$ cat src/rtl/mips_disp_pkg.sv
// mips_disp_pkg
//   Shared definitions for the mips_disp_scanner debug display consumer:
//   mode encodings, address wrap limits, and the active-low hex-to-7-segment
//   table (segment order gfedcba, bit 6 = g).
package mips_disp_pkg;

  localparam logic [1:0] MODE_PC  = 2'b00;
  localparam logic [1:0] MODE_REG = 2'b01;
  localparam logic [1:0] MODE_MEM = 2'b10;

  localparam logic [5:0] REG_ADDR_MAX = 6'd31;
  localparam logic [5:0] MEM_ADDR_MAX = 6'd63;

  // Active-low segments: a lit segment is a 0 bit.
  localparam logic [6:0] HEX_SEG [0:15] = '{
    7'h40, 7'h79, 7'h24, 7'h30, 7'h19, 7'h12, 7'h02, 7'h78,
    7'h00, 7'h10, 7'h08, 7'h03, 7'h46, 7'h21, 7'h06, 7'h0E
  };

  // Decoded display source; the unused Mode code 11 falls back to PC.
  typedef enum logic [1:0] {
    SRC_PC  = 2'd0,
    SRC_REG = 2'd1,
    SRC_MEM = 2'd2
  } src_e;

  function automatic src_e to_src(input logic [1:0] mode);
    case (mode)
      MODE_REG: return SRC_REG;
      MODE_MEM: return SRC_MEM;
      default:  return SRC_PC;
    endcase
  endfunction

endpackage

$ cat src/rtl/mips_disp_scanner_hex7seg.sv
// hex7seg
//   Combinational 4-bit to active-low 7-segment lookup.
//   Ports:
//     nibble  in  4  hex digit value
//     seg     out 7  segments gfedcba, active low
module hex7seg
  import mips_disp_pkg::*;
(
  input  logic [3:0] nibble,
  output logic [6:0] seg
);

  assign seg = HEX_SEG[nibble];

endmodule

$ cat src/rtl/mips_disp_scanner.sv
// mips_disp_scanner
//   Board-side consumer of the mips_top debug display port. Drives a 6-bit
//   debug address into the core, captures PC / register / memory data into
//   Shown, and scans Shown onto an 8-digit multiplexed 7-segment display.
//   Optional build macro: DISP_AUTOSCAN_EN adds a dwell timer that advances
//   the address automatically in register/memory mode.
//   Ports:
//     CLK      in   1   clock, all state on rising edge
//     Reset    in   1   synchronous active-high reset
//     Mode     in   2   00=PC, 01=register file, 10=data memory, 11=PC
//     Step     in   1   synchronised button level; rising edge advances
//     PC       in   32  current core PC
//     DispReg  in   32  register-file read data for Disp[4:0]
//     DispMem  in   32  data-memory read data for Disp
//     Disp     out  6   debug address to core (registered)
//     Shown    out  32  displayed word (registered)
//     An       out  8   digit anodes, active low, one-hot-zero
//     Seg      out  7   segments gfedcba, active low
//     Dp       out  1   decimal point, active low
module mips_disp_scanner
  import mips_disp_pkg::*;
#(
  parameter int REFRESH_DIV = 1000,
  parameter int DWELL_CYC   = 50000000
) (
  input  logic        CLK,
  input  logic        Reset,
  input  logic [1:0]  Mode,
  input  logic        Step,
  input  logic [31:0] PC,
  input  logic [31:0] DispReg,
  input  logic [31:0] DispMem,
  output logic [5:0]  Disp,
  output logic [31:0] Shown,
  output logic [7:0]  An,
  output logic [6:0]  Seg,
  output logic        Dp
);

  localparam int RW = (REFRESH_DIV > 1) ? $clog2(REFRESH_DIV) : 1;

  logic [1:0]    mode_q_reg;
  logic          step_q_reg;
  logic [5:0]    disp_reg, disp_next;
  logic [31:0]   shown_reg, shown_next;
  logic [RW-1:0] refresh_cnt_reg;
  logic [2:0]    idx_reg;
  logic [7:0]    an_reg, an_next;
  logic [6:0]    seg_reg, seg_next;
  logic          dp_reg, dp_next;
  logic [3:0]    nibble;
  logic          step_edge, mode_chg, advance, refresh_tc;
  src_e          src;

  assign src        = to_src(mode_q_reg);
  assign step_edge  = Step & ~step_q_reg;
  assign mode_chg   = (Mode != mode_q_reg);
  assign refresh_tc = (refresh_cnt_reg == RW'(REFRESH_DIV - 1));

`ifdef DISP_AUTOSCAN_EN
  localparam int DW = (DWELL_CYC > 1) ? $clog2(DWELL_CYC) : 1;

  logic [DW-1:0] dwell_cnt_reg, dwell_cnt_next;
  logic          dwell_tc;

  assign dwell_tc = (src != SRC_PC) && (dwell_cnt_reg == DW'(DWELL_CYC - 1));
  assign advance  = step_edge | dwell_tc;

  // A manual step restarts the dwell so the user gets a full period on the
  // address they just picked; PC mode keeps the timer parked at zero.
  always_comb begin
    dwell_cnt_next = dwell_cnt_reg + 1'b1;
    if (mode_chg || src == SRC_PC || step_edge || dwell_tc)
      dwell_cnt_next = '0;
  end

  always_ff @(posedge CLK) begin
    if (Reset) dwell_cnt_reg <= '0;
    else       dwell_cnt_reg <= dwell_cnt_next;
  end
`else
  assign advance = step_edge;

  // Without auto-scan the dwell period has no effect.
  if (DWELL_CYC < 2) begin : g_dwell_unused
  end
`endif

  // Address next-state: a mode change always wins and suppresses any advance.
  always_comb begin
    disp_next = disp_reg;
    if (mode_chg) begin
      disp_next = '0;
    end else if (advance) begin
      case (src)
        SRC_REG: disp_next = (disp_reg[4:0] == REG_ADDR_MAX[4:0]) ? 6'd0
                             : {1'b0, disp_reg[4:0] + 5'd1};
        SRC_MEM: disp_next = (disp_reg == MEM_ADDR_MAX) ? 6'd0 : disp_reg + 6'd1;
        default: disp_next = disp_reg;
      endcase
    end
  end

  // Output decode: capture mux plus the digit driven on the next refresh slot.
  always_comb begin
    case (src)
      SRC_REG: shown_next = DispReg;
      SRC_MEM: shown_next = DispMem;
      default: shown_next = PC;
    endcase
    nibble  = shown_reg[4*idx_reg +: 4];
    dp_next = ~((src == SRC_REG && idx_reg == 3'd0) ||
                (src == SRC_MEM && idx_reg == 3'd1));
  end

  for (genvar gi = 0; gi < 8; gi++) begin : g_anode
    assign an_next[gi] = (idx_reg != 3'(gi));
  end

  hex7seg u_hex7seg (
    .nibble (nibble),
    .seg    (seg_next)
  );

  always_ff @(posedge CLK) begin
    if (Reset) begin
      mode_q_reg      <= MODE_PC;
      step_q_reg      <= 1'b0;
      disp_reg        <= '0;
      shown_reg       <= '0;
      refresh_cnt_reg <= '0;
      idx_reg         <= '0;
      an_reg          <= 8'hFE;
      seg_reg         <= 7'h40;
      dp_reg          <= 1'b1;
    end else begin
      mode_q_reg      <= Mode;
      step_q_reg      <= Step;
      disp_reg        <= disp_next;
      shown_reg       <= shown_next;
      refresh_cnt_reg <= refresh_tc ? '0 : refresh_cnt_reg + 1'b1;
      idx_reg         <= refresh_tc ? idx_reg + 3'd1 : idx_reg;
      // Anode and segments update on the same edge so no digit ever shows
      // its neighbour's pattern.
      an_reg          <= an_next;
      seg_reg         <= seg_next;
      dp_reg          <= dp_next;
    end
  end

  assign Disp  = disp_reg;
  assign Shown = shown_reg;
  assign An    = an_reg;
  assign Seg   = seg_reg;
  assign Dp    = dp_reg;

endmodule

$ cat config.mk
export PLATFORM = sky130hd
export DESIGN_NAME = mips_disp_scanner
export DESIGN_NICKNAME = d
export VERILOG_FILES = /design/src/rtl/mips_disp_pkg.sv /design/src/rtl/mips_disp_scanner_hex7seg.sv /design/src/rtl/mips_disp_scanner.sv
export SDC_FILE = /design/constraint.sdc
export NUM_CORES = 1
export LEC_CHECK = 0
export ABC_CLOCK_PERIOD_IN_PS = 4150
export CORE_AREA = 2 2 90 92
export CTS_CLUSTER_SIZE = 10
export DETAILED_ROUTE_END_ITERATION = 16
export DIE_AREA = 0 0 92 94
export PLACE_DENSITY = 0.85
export SETUP_SLACK_MARGIN = 0.02
export SYNTH_ARGS = -nofsm -noshare
export SYNTH_HDL_FRONTEND = slang
export SYNTH_HIERARCHICAL = 1
export SYNTH_SLANG_ARGS = --single-unit
$ cat constraint.sdc
create_clock -name CLK -period 4.15 [get_ports CLK]
set_input_delay 0.83 -clock CLK [delete_from_list [all_inputs] [get_ports CLK]]
set_output_delay 0.83 -clock CLK [all_outputs]
set_load 0.01 [all_outputs]
# Word level (Yosys, flattened, before mapping)
# Memory sizes are Yosys's and may differ from the RTL's. A register that Yosys moved wholly into a read port is not among the register bits.
# Cells that the tools add are included.
[classes] add_sub_neg=4 n_eq_ne=16 shifts=1 n_mux=5 bitwise_logic=4 n_reduce_logical=9
[ops] op="case mux 32 bit (2 select lines)" count=1
[ops] op="variable part select 32 x 6 -> 4 bit" count=1
[ops] op="!= test 3 bit (second input constant)" count=4
[ops] op="case mux 6 bit (2 select lines)" count=1
[ops] op="adder 10 x 1 -> 10 bit (second input constant)" count=1
[ops] op="== test 10 bit (second input constant)" count=1
[ops] op="adder 6 x 1 -> 6 bit (second input constant)" count=1
[ops] op="== test 6 bit (second input constant)" count=1
[ops] op="2-to-1 mux 6 bit" count=1
[ops] op="!= test 3 x 2 -> 1 bit (second input constant)" count=2
[ops] op="adder 5 x 1 -> 5 bit (second input constant)" count=1
[ops] op="== test 5 bit (second input constant)" count=1
[ops] op="2-to-1 mux 5 bit" count=1
[ops] op="NOT 4 -> 5 bit" count=1
[ops] op="== test 2 x 1 -> 1 bit (second input constant)" count=2
[ops] op="== test 2 bit (second input constant)" count=2
[ops] op="case mux 2 bit (2 select lines)" count=1
[ops] op="OR reduction 2 bit" count=2
[ops] op="adder 3 x 1 -> 3 bit (second input constant)" count=1
[ops] op="== test 3 x 1 -> 1 bit (second input constant)" count=1
[ops] op="logical NOT 3 bit" count=1
[ops] op="!= test 3 x 1 -> 1 bit (second input constant)" count=1
[ops] op="nonzero test 3 bit" count=1
[ops] op="logical AND 1 bit" count=2
[ops] op="other kinds (6)" count=7
[totals] ff_bits=63 romBits=112 output_inout_bits=54 word_cells=48 mem_count=1
[mem_list] name="(no name shown)" words=16 width=7 rd=1 rd_ports_with_merged_regs=1 write_ports=0 line="mips_disp_scanner_hex7seg.sv:13" text="assign seg = HEX_SEG[nibble];"

# Logic depth before layout (Yosys ltp)
[depth] word_depth=6 mapped_depth=10 depth_no_buf=9

# Modules after synthesis
# The synthesis kept the hierarchy.
[by_module_without_submodules] module="mips_disp_scanner" instances=1 cells_each=362 area_each_um2=3128.0 seq_area_each_um2=1401.3
[by_module_without_submodules] module="hex7seg" instances=1 cells_each=33 area_each_um2=274.0 seq_area_each_um2=0.0

# Least setup slack after synthesis
# Ideal clock, no wire load.
[synth_path] kind="reg-to-reg" startpoint="register idx_reg[0]" endpoint="register seg_reg[6], in the netlist Seg[6]" t_arrival_ns=2.238 required_ns=4.027 path_slack_ns=1.788 path_stages_with_launch=9 synth_period_minus_slack_ns=2.362 path_cell_list="dfxtp_1 -> buf_2 -> mux4_2 -> nand2_1 -> nand2_1 -> ha_1 -> mux2_4 -> a22o_1 -> or2_2"
[synth_via] elab_chain_len=2
[synth_rtl] element="start: declaration" line="mips_disp_scanner.sv:47" text="logic [2:0] idx_reg;"
[synth_rtl] element="start signal: assignment" line="mips_disp_scanner.sv:142" text="idx_reg <= refresh_tc ? idx_reg + 3'd1 : idx_reg;"
[synth_rtl] element="variable part select 32 x 6 -> 4 bit" line="mips_disp_scanner.sv:111" text="nibble = shown_reg[4*idx_reg +: 4];"
[synth_rtl] element="named net nibble[0]" line="mips_disp_scanner.sv:51" text="logic [3:0] nibble;"
[synth_rtl] element="NOT 4 -> 5 bit (implied by the code)" line="mips_disp_scanner_hex7seg.sv:13"
[synth_rtl] element="end: declaration" line="mips_disp_scanner.sv:49" text="logic [6:0] seg_reg, seg_next;"
# The timed path passes the listed nets, and every way through them passes these cells.
# A chain may end at the register's enable or synchronous reset.

# Final worst setup path
[layout_path] startpoint="register idx_reg[0]" endpoint="register seg_reg[3], in the netlist Seg[3]"
# Same word-level chain as after synthesis.

==> reports/metrics.cfg <==
[synthesis]
synthCells = 395
synth_warnings = 6
async_flop_share = 0
synth.most_common_cell = nor2_1
yosys.area.top_type = dfxtp_1
avgSynthCellArea_um2 = 8.61
synth_commonest_cells = nor2_1, dfxtp_1, a21oi_1
synth_area_leaders = dfxtp_1, nor2_1, a22oi_1
synth_top_cell_area_share = 0.412
netlist-cell-type-count = 43
yosysSeqAreaShare = 0.412
synth-main-ff-cell = dfxtp_1
synth-edff-count = 0
netlist_area_um2 = 3400
syn_nets = 514
ys_seq_elements = 70

[sta]
rsz0062_at_grt = false
hold_violations = 0
period_share = 0.642
tns_ns = 0
slew_headroom = 0.355
tightestPinTransition_ns = 0.967
drv_slew = 0
setup_violations = 0
min_period_ns = 2.67
max_freq_mhz = 375
skew_ns = 0.0114

[detailed_routing]
drtPass1Iterations = 4
drtIter0Drc = 153
drt_wl_total_um = 9320
via_count = 3281
vias_per_cell = 5.12
wl_per_cell_um = 14.5
drc = 0
antenna_left = 0

[power_and_ir_drop]
p_sw_w = 0.000406
pwr-share-seq = 0.440
vdd.ir_drop.worst_uv = 168
intPower_w = 0.00125
p_sw_frac = 0.245
pwr-share-comb = 0.196
power_density_nw_per_um2 = 319
clkPwrFrac = 0.364
total_leakage_power_nw = 1.98

[global_route]
antenna_found_initial = 0
overflow = 0
grt_start_max_net_pins = 57
grt_pass1_vias = 3027
track_usage = 0.219
grt_pass1_wl_um = 14800

[placement]
place_area_um2 = 4960
io_buffers = 154
gp_congestion = 0.886
placed_cells = 625
hpwlAfterDp_um = 7170

[setup_path]
r2r_end = Seg[3]$_SDFF_PP0_
critPathCaptureType = register
worstPathArrival_ns = 2.86
crit_required_ns = 4.34
reg2reg_depth = 8
worstSetupStartpointType = register
cp_max_fo = 11
cp_cell_sequence = mux4_2, nand2_1, nand2_1, inv_1, ha_1, inv_1, mux4_1, nor2b_1
slowest_delay_ns = 0.69
critPathBufInv = 2
critPathTopFamily = multiplexers
reg2reg_slack_ns = 1.48
r2r_start = idx_reg[0]$_SDFFE_PP0N_
slowest_stage = dfxtp_1
crit_type = register to register

[cts]
postCtsSetupBuffers = 0
ctsResizeCount = 0
cts_buffers = 9
tritoncts = yes
worstSkewPairLatency_ns = 0.35
root_buffer = clkbuf_8
clk_pin_slew_ns = 0.07
htree_levels = 3
clockBufferDepth = 2
clock-sinks = 70
cts_hold_buf = 0

[layout]
syn_to_final_growth_pct = 52.4
drive_above_1_share = 0.0649
largest_reg_flops = 32
num-nets-final = 653
diodes = 0
nFillCells = 610
stdcell_area_um2 = 5180
instances_no_fill = 641

[floorplan]
die_w_um = 92
core_area_um2 = 7610
die_area_um2 = 8650
die_y_um = 94
ios = 155
initial_core_util = 0.447
fp-row-count = 32

[outcome]
status = finished, final reports clean

[job]
maxCapViolCount = 0

[worst_hold_path]
whs_path_depth = 1
min_from = refresh_cnt_reg[0]$_SDFF_PP0_
holdPathEnd = refresh_cnt_reg[0]$_SDFF_PP0_
hold_class = register to register

## worst reg2reg max path, cell delays in order, from the launching register on
cell,delay [ns]
dfxtp_1,0.69
mux4_2,0.59
nand2_1,0.08
nand2_1,0.15
inv_1,0.18
ha_1,0.16
inv_1,0.05
mux4_1,0.48
nor2b_1,0.14
## cells in the final DEF (no fill, tap or decap), types with 2 or more instances in the layout
cell	instances
a21oi_1	41
a22o_1	2
a22oi_1	32
a31oi_1	3
and3_1	5
buf_4	2
bufinv_16	2
clkbuf_8	10
clkdlybuf4s50_1	153
clkinv_2	2
clkinvlp_4	2
dfxtp_1	70
ha_1	17
inv_1	11
mux2i_1	4
mux4_2	8
nand2_1	31
nand2b_1	5
nand3_1	10
nor2_1	80
nor2b_1	11
nor3_1	2
o21ai_0	4
or3_1	2
xnor2_1	3
xor2_1	5
## routing by layer
metal / up-vias / track usage / wire length, um
met4: 0 / 0.0995 / 259
li1: 1640 / - / -
met5: - / 0 / 0
met2: 140 / 0.373 / 4570
met1: 1480 / 0.267 / 3810
met3: 21 / 0.0441 / 672
## layout make-up
class	instances	area, um^2	share of cell area
flip-flops and latches	70	1400	0.270
clock inverters	6	85.1	0.0164
well taps	102	128	0.0246
multi-input cells	286	1840	0.355
inverters	11	41.3	0.00797
clock buffers	10	138	0.0266
repair buffers	156	1550	0.299
## power groups by stage
stage               Clock [W]  Combinational [W]  Sequential [W]
floorplan                   0           0.000132        0.000749
global placement            0           0.000316        0.000743
detailed placement          0           0.000323        0.000742
CTS                  0.000613           0.000325        0.000727
global route         0.000642           0.000353        0.000730
finish               0.000602           0.000324        0.000727
## kinds of logic after synthesis
logic type | count (synthesis) | synth area share
buffers and inverters | 39 | 0.0482
XOR/XNOR | 8 | 0.0206
adder cells (fa/ha/maj) | 18 | 0.0662
multiplexers | 15 | 0.0802
flip-flops | 70 | 0.412
AO/OA/AOI/OAI | 88 | 0.164
AND/OR/NAND/NOR | 157 | 0.209
## through the flow
step | utilization | setup slack, ns | power [W] | hold slack (ns)
floorplan | - | 1.79 | 0.000881 | 0.413
global placement | 0.652 | 1.59 | 0.00106 | 0.425
detailed placement | 0.652 | 1.48 | 0.00107 | 0.437
CTS | 0.681 | 1.47 | 0.00166 | 0.444
global route | 0.681 | 1.28 | 0.00172 | 0.457
finish | 0.681 | 1.48 | 0.00165 | 0.441
## worst max-delay path by stage
stage / start / endpoint / slack, ns / cells after the start
floorplan: idx_reg[0]$_SDFFE_PP0N_ / Seg[6]$_SDFF_PP1_ / 1.79 / 8
global placement: idx_reg[0]$_SDFFE_PP0N_ / Seg[6]$_SDFF_PP1_ / 1.59 / 7
detailed placement: idx_reg[0]$_SDFFE_PP0N_ / Seg[3]$_SDFF_PP0_ / 1.48 / 8
CTS: idx_reg[0]$_SDFFE_PP0N_ / Seg[3]$_SDFF_PP0_ / 1.47 / 8
global route: idx_reg[0]$_SDFFE_PP0N_ / Seg[3]$_SDFF_PP0_ / 1.28 / 8
finish: idx_reg[0]$_SDFFE_PP0N_ / Seg[3]$_SDFF_PP0_ / 1.48 / 8
(Power assumes the default switching activity.)
